## src/rtl/alu_share_arb_pkg.sv

```systemverilog
// Shared riscv_types package: ALU operation encoding plus the types used by
// the alu_share_arb response register.
package riscv_types;

  typedef enum logic [3:0] {
    ALU_ADD  = 4'd0,
    ALU_SUB  = 4'd1,
    ALU_SLL  = 4'd2,
    ALU_SLT  = 4'd3,
    ALU_SLTU = 4'd4,
    ALU_XOR  = 4'd5,
    ALU_SRL  = 4'd6,
    ALU_SRA  = 4'd7,
    ALU_OR   = 4'd8,
    ALU_AND  = 4'd9
  } alu_t;

  localparam int ALU_ARB_MAX_REQ = 4;

  typedef enum logic {
    ARB_EMPTY = 1'b0,
    ARB_FULL  = 1'b1
  } arb_state_t;

endpackage

```

## src/rtl/alu_share_arb_if.sv

```systemverilog
// Request/response bundle between NREQ requesters (master) and the shared
// ALU arbiter (slave); results come back on one shared bus.
interface alu_share_arb_if #(
  parameter int NREQ = 2
) ();
  import riscv_types::*;

  logic [NREQ-1:0]        req_valid;
  logic [NREQ-1:0]        req_ready;
  alu_t [NREQ-1:0]        req_ctrl;
  logic [NREQ-1:0][31:0]  req_op1;
  logic [NREQ-1:0][31:0]  req_op2;
  logic [NREQ-1:0]        rsp_valid;
  logic [NREQ-1:0]        rsp_ready;
  logic [31:0]            rsp_result;
  logic                   rsp_zero;

  modport master (
    output req_valid, req_ctrl, req_op1, req_op2, rsp_ready,
    input  req_ready, rsp_valid, rsp_result, rsp_zero
  );

  modport slave (
    input  req_valid, req_ctrl, req_op1, req_op2, rsp_ready,
    output req_ready, rsp_valid, rsp_result, rsp_zero
  );
endinterface

```

## src/rtl/alu_share_arb_alu.sv

```systemverilog
// Core combinational RV32 integer ALU; shifts use op2[4:0], SLT is signed,
// SLTU unsigned. Undefined encodings yield zero.
module alu
  import riscv_types::*;
(
  input  alu_t        i_ctrl,
  input  logic [31:0] i_op1,
  input  logic [31:0] i_op2,
  output logic [31:0] o_result,
  output logic        o_zero
);
  logic signed [31:0] w_s1;
  logic signed [31:0] w_s2;
  logic        [4:0]  w_sh;

  assign w_s1 = signed'(i_op1);
  assign w_s2 = signed'(i_op2);
  assign w_sh = i_op2[4:0];

  always_comb begin
    o_result = '0;
    case (i_ctrl)
      ALU_ADD:  o_result = i_op1 + i_op2;
      ALU_SUB:  o_result = i_op1 - i_op2;
      ALU_SLL:  o_result = i_op1 << w_sh;
      ALU_SLT:  o_result = {31'd0, (w_s1 < w_s2)};
      ALU_SLTU: o_result = {31'd0, (i_op1 < i_op2)};
      ALU_XOR:  o_result = i_op1 ^ i_op2;
      ALU_SRL:  o_result = i_op1 >> w_sh;
      ALU_SRA:  o_result = unsigned'(w_s1 >>> w_sh);
      ALU_OR:   o_result = i_op1 | i_op2;
      ALU_AND:  o_result = i_op1 & i_op2;
      default:  o_result = '0;
    endcase
    o_zero = (o_result == 32'd0);
  end
endmodule

```

## src/rtl/alu_share_arb.sv

```systemverilog
// Shares one alu among NREQ requesters with a one-entry response register.
// Define ALU_ARB_RR_EN for round-robin grants; otherwise lowest index wins.
module alu_share_arb
  import riscv_types::*;
#(
  parameter int NREQ = 2
) (
  input  logic           clk,
  input  logic           rst_n,
  alu_share_arb_if.slave bus
);
  localparam int MAXR = ALU_ARB_MAX_REQ;
  typedef logic [1:0] idx_t;

  arb_state_t r_state, w_state_nxt;
  idx_t        r_own;
  logic [31:0] r_result;
  logic        r_zero;

  logic [MAXR-1:0]       w_vld;
  logic [MAXR-1:0]       w_rsp_rdy;
  alu_t [MAXR-1:0]       w_ctrl;
  logic [MAXR-1:0][31:0] w_op1;
  logic [MAXR-1:0][31:0] w_op2;
  idx_t        w_gnt;
  logic        w_gnt_vld;
  logic        w_drain;
  logic        w_can_accept;
  logic        w_accept;
  logic [31:0] w_alu_result;
  logic        w_alu_zero;

  // Pad per-requester inputs to the maximum width so 2-bit indices are always legal.
  always_comb begin
    w_vld     = '0;
    w_rsp_rdy = '0;
    w_op1     = '0;
    w_op2     = '0;
    for (int i = 0; i < MAXR; i++) w_ctrl[i] = ALU_ADD;
    for (int i = 0; i < NREQ; i++) begin
      w_vld[i]     = bus.req_valid[i];
      w_rsp_rdy[i] = bus.rsp_ready[i];
      w_ctrl[i]    = bus.req_ctrl[i];
      w_op1[i]     = bus.req_op1[i];
      w_op2[i]     = bus.req_op2[i];
    end
  end

`ifdef ALU_ARB_RR_EN
  idx_t r_ptr;

  always_comb begin
    idx_t v_idx;
    v_idx     = '0;
    w_gnt     = '0;
    w_gnt_vld = 1'b0;
    for (int k = 0; k < NREQ; k++) begin
      v_idx = idx_t'((int'(r_ptr) + k) % NREQ);
      if (!w_gnt_vld && w_vld[v_idx]) begin
        w_gnt     = v_idx;
        w_gnt_vld = 1'b1;
      end
    end
  end

  always_ff @(posedge clk or negedge rst_n) begin
    if (!rst_n)        r_ptr <= '0;
    else if (w_accept) r_ptr <= (int'(w_gnt) == NREQ - 1) ? '0 : w_gnt + idx_t'(1);
  end
`else
  always_comb begin
    w_gnt     = '0;
    w_gnt_vld = 1'b0;
    for (int k = NREQ - 1; k >= 0; k--) begin
      if (w_vld[k]) begin
        w_gnt     = idx_t'(k);
        w_gnt_vld = 1'b1;
      end
    end
  end
`endif

  assign w_drain      = (r_state == ARB_FULL) && w_rsp_rdy[r_own];
  assign w_can_accept = (r_state == ARB_EMPTY) || w_drain;
  assign w_accept     = rst_n && w_can_accept && w_gnt_vld;

  alu u_alu (
    .i_ctrl   (w_ctrl[w_gnt]),
    .i_op1    (w_op1[w_gnt]),
    .i_op2    (w_op2[w_gnt]),
    .o_result (w_alu_result),
    .o_zero   (w_alu_zero)
  );

  always_comb begin
    w_state_nxt = r_state;
    if (w_accept)     w_state_nxt = ARB_FULL;
    else if (w_drain) w_state_nxt = ARB_EMPTY;
  end

  always_ff @(posedge clk or negedge rst_n) begin
    if (!rst_n) r_state <= ARB_EMPTY;
    else        r_state <= w_state_nxt;
  end

  // A drain alone leaves the held contents untouched; only an accept overwrites.
  always_ff @(posedge clk or negedge rst_n) begin
    if (!rst_n) begin
      r_result <= '0;
      r_zero   <= 1'b0;
      r_own    <= '0;
    end else if (w_accept) begin
      r_result <= w_alu_result;
      r_zero   <= w_alu_zero;
      r_own    <= w_gnt;
    end
  end

  always_comb begin
    for (int i = 0; i < NREQ; i++) begin
      bus.req_ready[i] = w_accept && (int'(w_gnt) == i);
      bus.rsp_valid[i] = (r_state == ARB_FULL) && (int'(r_own) == i);
    end
  end

  assign bus.rsp_result = r_result;
  assign bus.rsp_zero   = r_zero;
endmodule

```

## src/flat_wrapper.sv

```systemverilog
// flat-port wrapper written by rule: the top's interface ports become plain ports
module alu_share_arb_flat import riscv_types::*;
#(
  parameter int NREQ = 2
)
  (clk, rst_n, bus_req_valid, bus_req_ctrl, bus_req_op1, bus_req_op2, bus_rsp_ready, bus_req_ready, bus_rsp_valid, bus_rsp_result, bus_rsp_zero);
  alu_share_arb_if #(.NREQ(NREQ)) bus_i ();
  input  logic clk;
  input  logic rst_n;
  input wire logic [$bits(bus_i.req_valid)-1:0] bus_req_valid;
  input wire logic [$bits(bus_i.req_ctrl)-1:0] bus_req_ctrl;
  input wire logic [$bits(bus_i.req_op1)-1:0] bus_req_op1;
  input wire logic [$bits(bus_i.req_op2)-1:0] bus_req_op2;
  input wire logic [$bits(bus_i.rsp_ready)-1:0] bus_rsp_ready;
  output wire logic [$bits(bus_i.req_ready)-1:0] bus_req_ready;
  output wire logic [$bits(bus_i.rsp_valid)-1:0] bus_rsp_valid;
  output wire logic [$bits(bus_i.rsp_result)-1:0] bus_rsp_result;
  output wire logic [$bits(bus_i.rsp_zero)-1:0] bus_rsp_zero;
  assign bus_i.req_valid = bus_req_valid;
  assign bus_i.req_ctrl = bus_req_ctrl;
  assign bus_i.req_op1 = bus_req_op1;
  assign bus_i.req_op2 = bus_req_op2;
  assign bus_i.rsp_ready = bus_rsp_ready;
  assign bus_req_ready = bus_i.req_ready;
  assign bus_rsp_valid = bus_i.rsp_valid;
  assign bus_rsp_result = bus_i.rsp_result;
  assign bus_rsp_zero = bus_i.rsp_zero;
  alu_share_arb #(.NREQ(NREQ)) u_core (.clk(clk), .rst_n(rst_n), .bus(bus_i));
endmodule
```

## config.mk

```make
export PLATFORM = sky130hd
export DESIGN_NAME = alu_share_arb_flat
export DESIGN_NICKNAME = d
export VERILOG_FILES = /design/src/rtl/alu_share_arb_pkg.sv /design/src/rtl/alu_share_arb_if.sv /design/src/rtl/alu_share_arb_alu.sv /design/src/rtl/alu_share_arb.sv /design/src/flat_wrapper.sv
export SDC_FILE = /design/constraint.sdc
export NUM_CORES = 1
export LEC_CHECK = 0
export CAP_MARGIN = 0
export CORE_UTILIZATION = 45
export DETAILED_ROUTE_END_ITERATION = 12
export HOLD_SLACK_MARGIN = 0.06
export PLACE_DENSITY_LB_ADDON = 0.3
export SLEW_MARGIN = 20
export SYNTH_ARGS = -nofsm -noshare
export SYNTH_HDL_FRONTEND = slang
export SYNTH_HIERARCHICAL = 1
export SYNTH_SLANG_ARGS = --single-unit
```

## constraint.sdc

```tcl
create_clock -name clk -period 2.1 [get_ports clk]
set_input_delay 0.42 -clock clk [delete_from_list [all_inputs] [get_ports clk]]
set_output_delay 0.42 -clock clk [all_outputs]
set_load 0.03 [all_outputs]
```

# After elaboration in Yosys (flattened, before gate mapping)
# Index checks and enable logic that the tools add are counted.
totals:
  reg_bits: 36
  input_bits: 142
  out_inout_bits: 37
  word_cells: 56
classes:
  addsub: 2
  n_lt_le_gt_ge: 4
  eq_ne: 11
  n_shift: 3
  n_mux: 15
  n_bitwise: 4
  reduce_logical: 13
ops:
  columns: ["operator", "count"]
  rows:
  - ["$pmux 32 s10", 1]
  - ["$bmux 32 s2", 2]
  - ["$lt 32x32->1", 2]
  - ["$mux 32", 2]
  - ["$add 32x32->32", 1]
  - ["$and 32x32->32", 1]
  - ["$logic_not 32->1", 1]
  - ["$or 32x32->32", 1]
  - ["$shl 32x5->32", 1]
  - ["$shr 32x5->32", 1]
  - ["$sshr 32x5->32", 1]
  - ["$sub 32x32->32", 1]
  - ["$xor 32x32->32", 1]
  - ["$eq 4x3->1 const B", 4]
  - ["$bmux 4 s2", 1]
  - ["$eq 4x2->1 const B", 2]
  - ["$eq 4x4->1 const B", 2]
  - ["$logic_and 1x1->1", 7]
  - ["$lt 2x3->1 const B", 2]
  - ["$mux 1", 6]
  - ["$eq 2x2->1 const B", 2]
  - ["$eq 4x1->1 const B", 1]
  - ["$logic_not 2->1", 2]
  - ["$logic_not 4->1", 1]
  - ["6 further kinds", 6]

# Logic depth before layout (Yosys ltp)
logic_depth:
  ltp_word: 7
  mapped_depth: 23
  mapped_depth_nobuf: 17

# Modules after synthesis
# Netlist, hierarchy kept.
modules_own_cells:
  columns: ["module", "instances", "cells_per_inst", "area_per_inst_um2"]
  rows:
  - ["alu", 1, 1327, 9150.0]
  - ["alu_share_arb", 1, 162, 2327.2]

# Worst setup path after synthesis
# Ideal clock, no wire load.
synth_timing:
  path_type: "input -> register"
  from: "input bus_req_valid[1]"
  to: "register u_core.r_zero, in the netlist u_core/bus.rsp_zero"
  setup_time_ns: 0.125
  arrival_ns: 5.425
  t_required_ns: 1.975
  path_slack_ns: -3.450
  path_stages: 21
  n_path_buf: 5
  cell_sequence: "nor2b_1 > clkbuf_1 > buf_2 > mux2_2 > inv_1 > buf_1 > buf_1 > clkbuf_1 > ha_1 > nor2b_1 > o2111a_1 > o311ai_0 > o21ai_0 > o31a_1 > or4_1 > nand3b_1 > a32o_1 > nor4_1 > nand4_1 > nor3_2 > mux2_4"
synth_between:
  elab_chain_cells: 7
  elab_cells_between_ends: 33
synth_rtl:
  columns: ["element", "line_no", "source"]
  rows:
  - ["from (decl)", "flat_wrapper.sv:10", "input wire logic [$bits(bus_i.req_valid)-1:0] bus_req_valid;"]
  - ["$mux 1 *", "alu_share_arb.sv:75", "if (w_vld[k]) begin"]
  - ["$mux 2 *", "alu_share_arb.sv:75", null]
  - ["$bmux 32 s2, or another cell as far along", "alu_share_arb.sv:89", ".i_op1 (w_op1[w_gnt]),"]
  - ["$mux 32 (not written as such), or another cell as far along", "alu_share_arb.sv:89", null]
  - ["$sub 32x32->32, or another cell as far along", "alu_share_arb_alu.sv:24", "ALU_SUB: o_result = i_op1 - i_op2;"]
  - ["$pmux 32 s10 *", "alu_share_arb_alu.sv:22", "case (i_ctrl)"]
  - ["named net u_core.w_alu_result[28]", "alu_share_arb.sv:30", "logic [31:0] w_alu_result;"]
  - ["$logic_not 32->1 *", "alu_share_arb_alu.sv:35", "o_zero = (o_result == 32'd0);"]
  - ["named net u_core.w_alu_zero", "alu_share_arb.sv:31", "logic w_alu_zero;"]
  - ["to (signal assigned)", "alu_share_arb.sv:114", "r_zero <= w_alu_zero;"]
  - ["to (decl)", "alu_share_arb.sv:18", "logic r_zero;"]
# The timed path passes the listed nets; every way through them passes the cells marked *. The select of a mux whose other input is x is not followed.
# A chain may end at the register's enable or synchronous reset.

# Worst setup path after layout
layout_timing:
  from: "input bus_req_valid[0]"
  to: "register u_core.r_zero, in the netlist u_core/bus.rsp_zero"
layout_between:
  elab_chain_cells: 6
  elab_cells_between_ends: 31
layout_rtl:
  columns: ["element", "line_no"]
  rows:
  - ["$mux 2 *", "alu_share_arb.sv:75"]
  - ["$bmux 32 s2, or another cell as far along", "alu_share_arb.sv:89"]
  - ["$mux 32 (not written as such), or another cell as far along", "alu_share_arb.sv:89"]
  - ["$sub 32x32->32, or another cell as far along", "alu_share_arb_alu.sv:24"]
  - ["$pmux 32 s10 *", "alu_share_arb_alu.sv:22"]
  - ["named net u_core.w_alu_result[9]", "alu_share_arb.sv:30"]
  - ["$logic_not 32->1 *", "alu_share_arb_alu.sv:35"]
  - ["named net u_core.w_alu_zero", "alu_share_arb.sv:31"]
# Marks and branches as above.

==> flow_summary_export.csv <==
group,metric,value,unit
finish,final_area,21100,µm²
clocking,cts_root_buf,"clkbuf_16",
power,p_switching,5.32,mW
power,vdd_ir_drop_max,554,µV
power,power_frac_clock,0.067,
power,powerDensity,535,nW/µm²
drt,drc_errors,0,
clocking,cts_tree,"built",
critical_path,arrival,5.01,ns
die,start_util,0.457,
die,io_pins,179,
sta,skew,0.00698,ns
sta,rsz0062_at_grt,"yes",
power,power_frac_seq,0.093,
sta,final-setup-viol-count,33,
logic_synthesis,ys_ff_latch,35,
grt,grt_pass1_vias,16588,
critical_path,required,2.34,ns
drt,first_pass_iters,9,
finish,fin_cells,2616,
power,p_comb_frac,0.840,
logic_synthesis,synthCells,1489,
logic_synthesis,synth_seq_area_share,0.0763,
critical_path,critPathKind,"primary input to register",
sta,slew_viol_final,0,
power,p_int,5.97,mW
logic_synthesis,netlist_area,11500,µm²
grt,grt_pass1_wl,96600,µm
die,die_h,162,µm
place,hpwlAfterDp,50000,µm
die,die_x,162,µm
critical_path,crit_chain,"buf_8 > nor2b_4 > buf_12 > buf_12 > buf_8 > mux2_4 > buf_6 > mux4_2 > mux2_4 > o211ai_2 > a21oi_2 > a211o_1 > a211o_1 > or4_4 > nor4_4 > and4b_2 > nand4_1 > nor3_2 > mux2_4",
clocking,clkTransAtPathRegs,0.06,ns
logic_synthesis,syn-num-nets,1732,
die,core_area,25100,µm²
die,die_area,26100,µm²
job,maxCapViolations,0,
sta,fmax,0.210,GHz
finish,drive_gt1_frac,0.505,
power,leakage,9.49,nW
logic_synthesis,ys_warn_count,6,
outcome,violations,"setup timing",
clocking,cts_buffers,5,
place,place_area,18200,µm²
place,place.gp.congestion,1.09,
clocking,clk_latency,0.30,ns
outcome,status,"finished with violations",
place,placed_cells,2500,
logic_synthesis,synth-async-reset-ratio,1.00,
clocking,htreeDepth,2,
grt,grt-ovfl-total,0,
grt,grt_usage,0.484,
finish,postLayoutCoreUtil,0.839,
drt,ant_nets,0,
sta,fin_crit_sh,2.27,
place,io_buffer_count,178,
critical_path,r2r_setup_slack,0.42,ns
sta,fin_setup_tns,-61.76,ns
critical_path,slowest_delay,0.50,ns
logic_synthesis,synth_area_per_cell,7.71,µm²
critical_path,crit_fanout,7,
clocking,cts_sinks,35,
sta,maxSlewHeadroom,0.0194,
hold_path,hold_class,"primary input to async pin",
finish,nNetsFinal,2525,
critical_path,end_kind,"register",
drt,dr.first_iter.drc_count,2507,
logic_synthesis,synthFlopType,"dfrtp_1",
drt,vias_per_cell,6.74,
drt,vias,17638,
critical_path,crit_slowest_cell,"mux4_2",
logic_synthesis,synth_edf_count,0,
drt,wl,70400,µm
sta,setup_ws,-2.67,ns
sta,tightest_slew,1.46,ns
clocking,hold_buffers,0,
sta,hold_viol,0,
finish,area.growth.synth_to_final,83.6,%
grt,grt_start_max_net_pins,41,
drt,routedWlPerCell,26.9,µm
critical_path,cpMostUsedCell,"mux2_4",
critical_path,worst_setup_path_start_kind,"primary input",
sta,min_period,4.77,ns
clocking,clk_path_buf_depth,2,
logic_synthesis,synthDistinctLibCells,93,
power,swShare,0.471,
die,num_rows,58,
grt,grt_antenna_before_repair,5,
[registers in the layout, indices dropped and copies added, names as in the netlist]
signal                 cells
u_core/bus.rsp_result     32
u_core/r_state             1
u_core/bus.rsp_zero        1
u_core/r_own               1
[synthesized netlist by cell type (31+ instances only)]
| cell | instances | share of area |
|---|---|---|
| dfrtp_1 | 35 | 0.076 |
| ha_1 | 99 | 0.11 |
| mux2i_1 | 54 | 0.047 |
| clkbuf_1 | 73 | 0.024 |
| mux2_4 | 31 | 0.041 |
| a21oi_1 | 112 | 0.049 |
| inv_1 | 98 | 0.032 |
| o21ai_0 | 73 | 0.032 |
| mux2_2 | 100 | 0.098 |
| nand2_1 | 128 | 0.042 |
| nor2_1 | 124 | 0.041 |
| mux4_2 | 36 | 0.071 |
[through the flow]
stage	worst slack, ns	power, mW	hold WS (ns)
finish	-2.67	11.3	0.206
detailed placement	-3.48	8.61	0.495
global placement	-3.40	8.49	0.491
floorplan	-2.29	4.81	0.124
CTS	-2.46	10.1	0.215
global route	-2.70	11.6	0.236
[logic make-up after synthesis]
family	count (synthesis)	share of synthesized area
AOI/OAI and AO/OA	475	0.284
and+or+nand+nor	430	0.182
muxes	222	0.258
buffers and inverters	215	0.0801
adders and majority gates	101	0.111
DFF	35	0.0763
xor gates and xnor gates	11	0.00839
[routing by layer]
layer | vias up | GRT usage | wire [µm]
met3 | 573 | 0.101 | 8590
met2 | 1616 | 0.772 | 30400
met4 | 4 | 0.319 | 6610
li1 | 7263 | - | -
met5 | - | 0 | 27
met1 | 8182 | 0.591 | 24800
[placed cells by master, fill, tap and decap left out, types with 10 or more instances in the layout]
cell type / Yosys / routed
buf_4: 5 / 625
clkdlybuf4s50_1: 0 / 172
nand2_1: 128 / 121
nor2_1: 124 / 109
a21oi_1: 112 / 89
inv_1: 98 / 76
ha_1: 99 / 75
mux2_4: 31 / 74
buf_6: 2 / 70
mux2_2: 100 / 59
mux2i_1: 54 / 42
o21ai_0: 73 / 39
mux4_2: 36 / 36
dfrtp_1: 35 / 35
o211ai_1: 29 / 29
nand3_1: 25 / 25
o22ai_1: 29 / 25
nor3_1: 30 / 25
ha_4: 0 / 21
buf_12: 3 / 20
a21oi_2: 0 / 20
o21ai_1: 2 / 17
inv_2: 1 / 14
a22oi_1: 17 / 14
a21o_1: 15 / 14
o31ai_1: 23 / 14
nor4_1: 20 / 13
o21ai_2: 0 / 13
a221oi_1: 20 / 13
nor2_2: 0 / 12
nand4_1: 12 / 12
nand2b_1: 11 / 11
a211oi_1: 21 / 11
nor2b_1: 13 / 10
a31oi_1: 15 / 10
[layout make-up]
class	instances	area (µm²)
clock buffers	6	129
diodes	3	7.51
inverters	102	418
repair buffers	897	7760
well taps	330	413
clock inverters	2	12.5
fillers	1461	4030
flip-flops and latches	35	876
multi-input cells	1241	11500
[path summary, 6_finish.rpt]
check                      depth (start not counted)                            startpoint                               endpoint
hold reg to reg                                    1  u_core/bus.rsp_result[0]$_DFFE_PN0P_   u_core/bus.rsp_result[0]$_DFFE_PN0P_
setup reg to reg                                   4           u_core/r_own[0]$_DFFE_PN0P_  u_core/bus.rsp_result[15]$_DFFE_PN0P_
hold / removal                                     2                                 rst_n   u_core/bus.rsp_result[7]$_DFFE_PN0P_
min in group clk                                   1  u_core/bus.rsp_result[0]$_DFFE_PN0P_   u_core/bus.rsp_result[0]$_DFFE_PN0P_
setup / recovery                                  19                      bus_req_valid[0]        u_core/bus.rsp_zero$_DFFE_PN0P_
max in group asynchronous                          2                                 rst_n  u_core/bus.rsp_result[31]$_DFFE_PN0P_
[worst max-delay path, delay by kind of cell]
kind | cells | cell delay [ns]
and+or+nand+nor | 6 | 1.62
muxes | 4 | 1.32
AOI/OAI and AO/OA | 4 | 0.93
buffers and inverters | 5 | 0.69
[power groups by stage]
stage / clock network, mW / logic, mW / registers (mW)
after floorplan: 0 / 3.39 / 1.43
after global placement: 0 / 7.47 / 1.02
after detailed placement: 0 / 7.57 / 1.04
after CTS: 0.748 / 8.30 / 1.03
after global routing: 0.797 / 9.74 / 1.06
final: 0.757 / 9.48 / 1.05
[repair_timing]
item                                    4_1_cts  5_1_grt
endpoints found under the setup margin       34       34
pin swaps                                    80       77
cloned                                        3        3
resized for setup                           225      205
buffers inserted                             58       58
(Power assumes the default switching activity.)
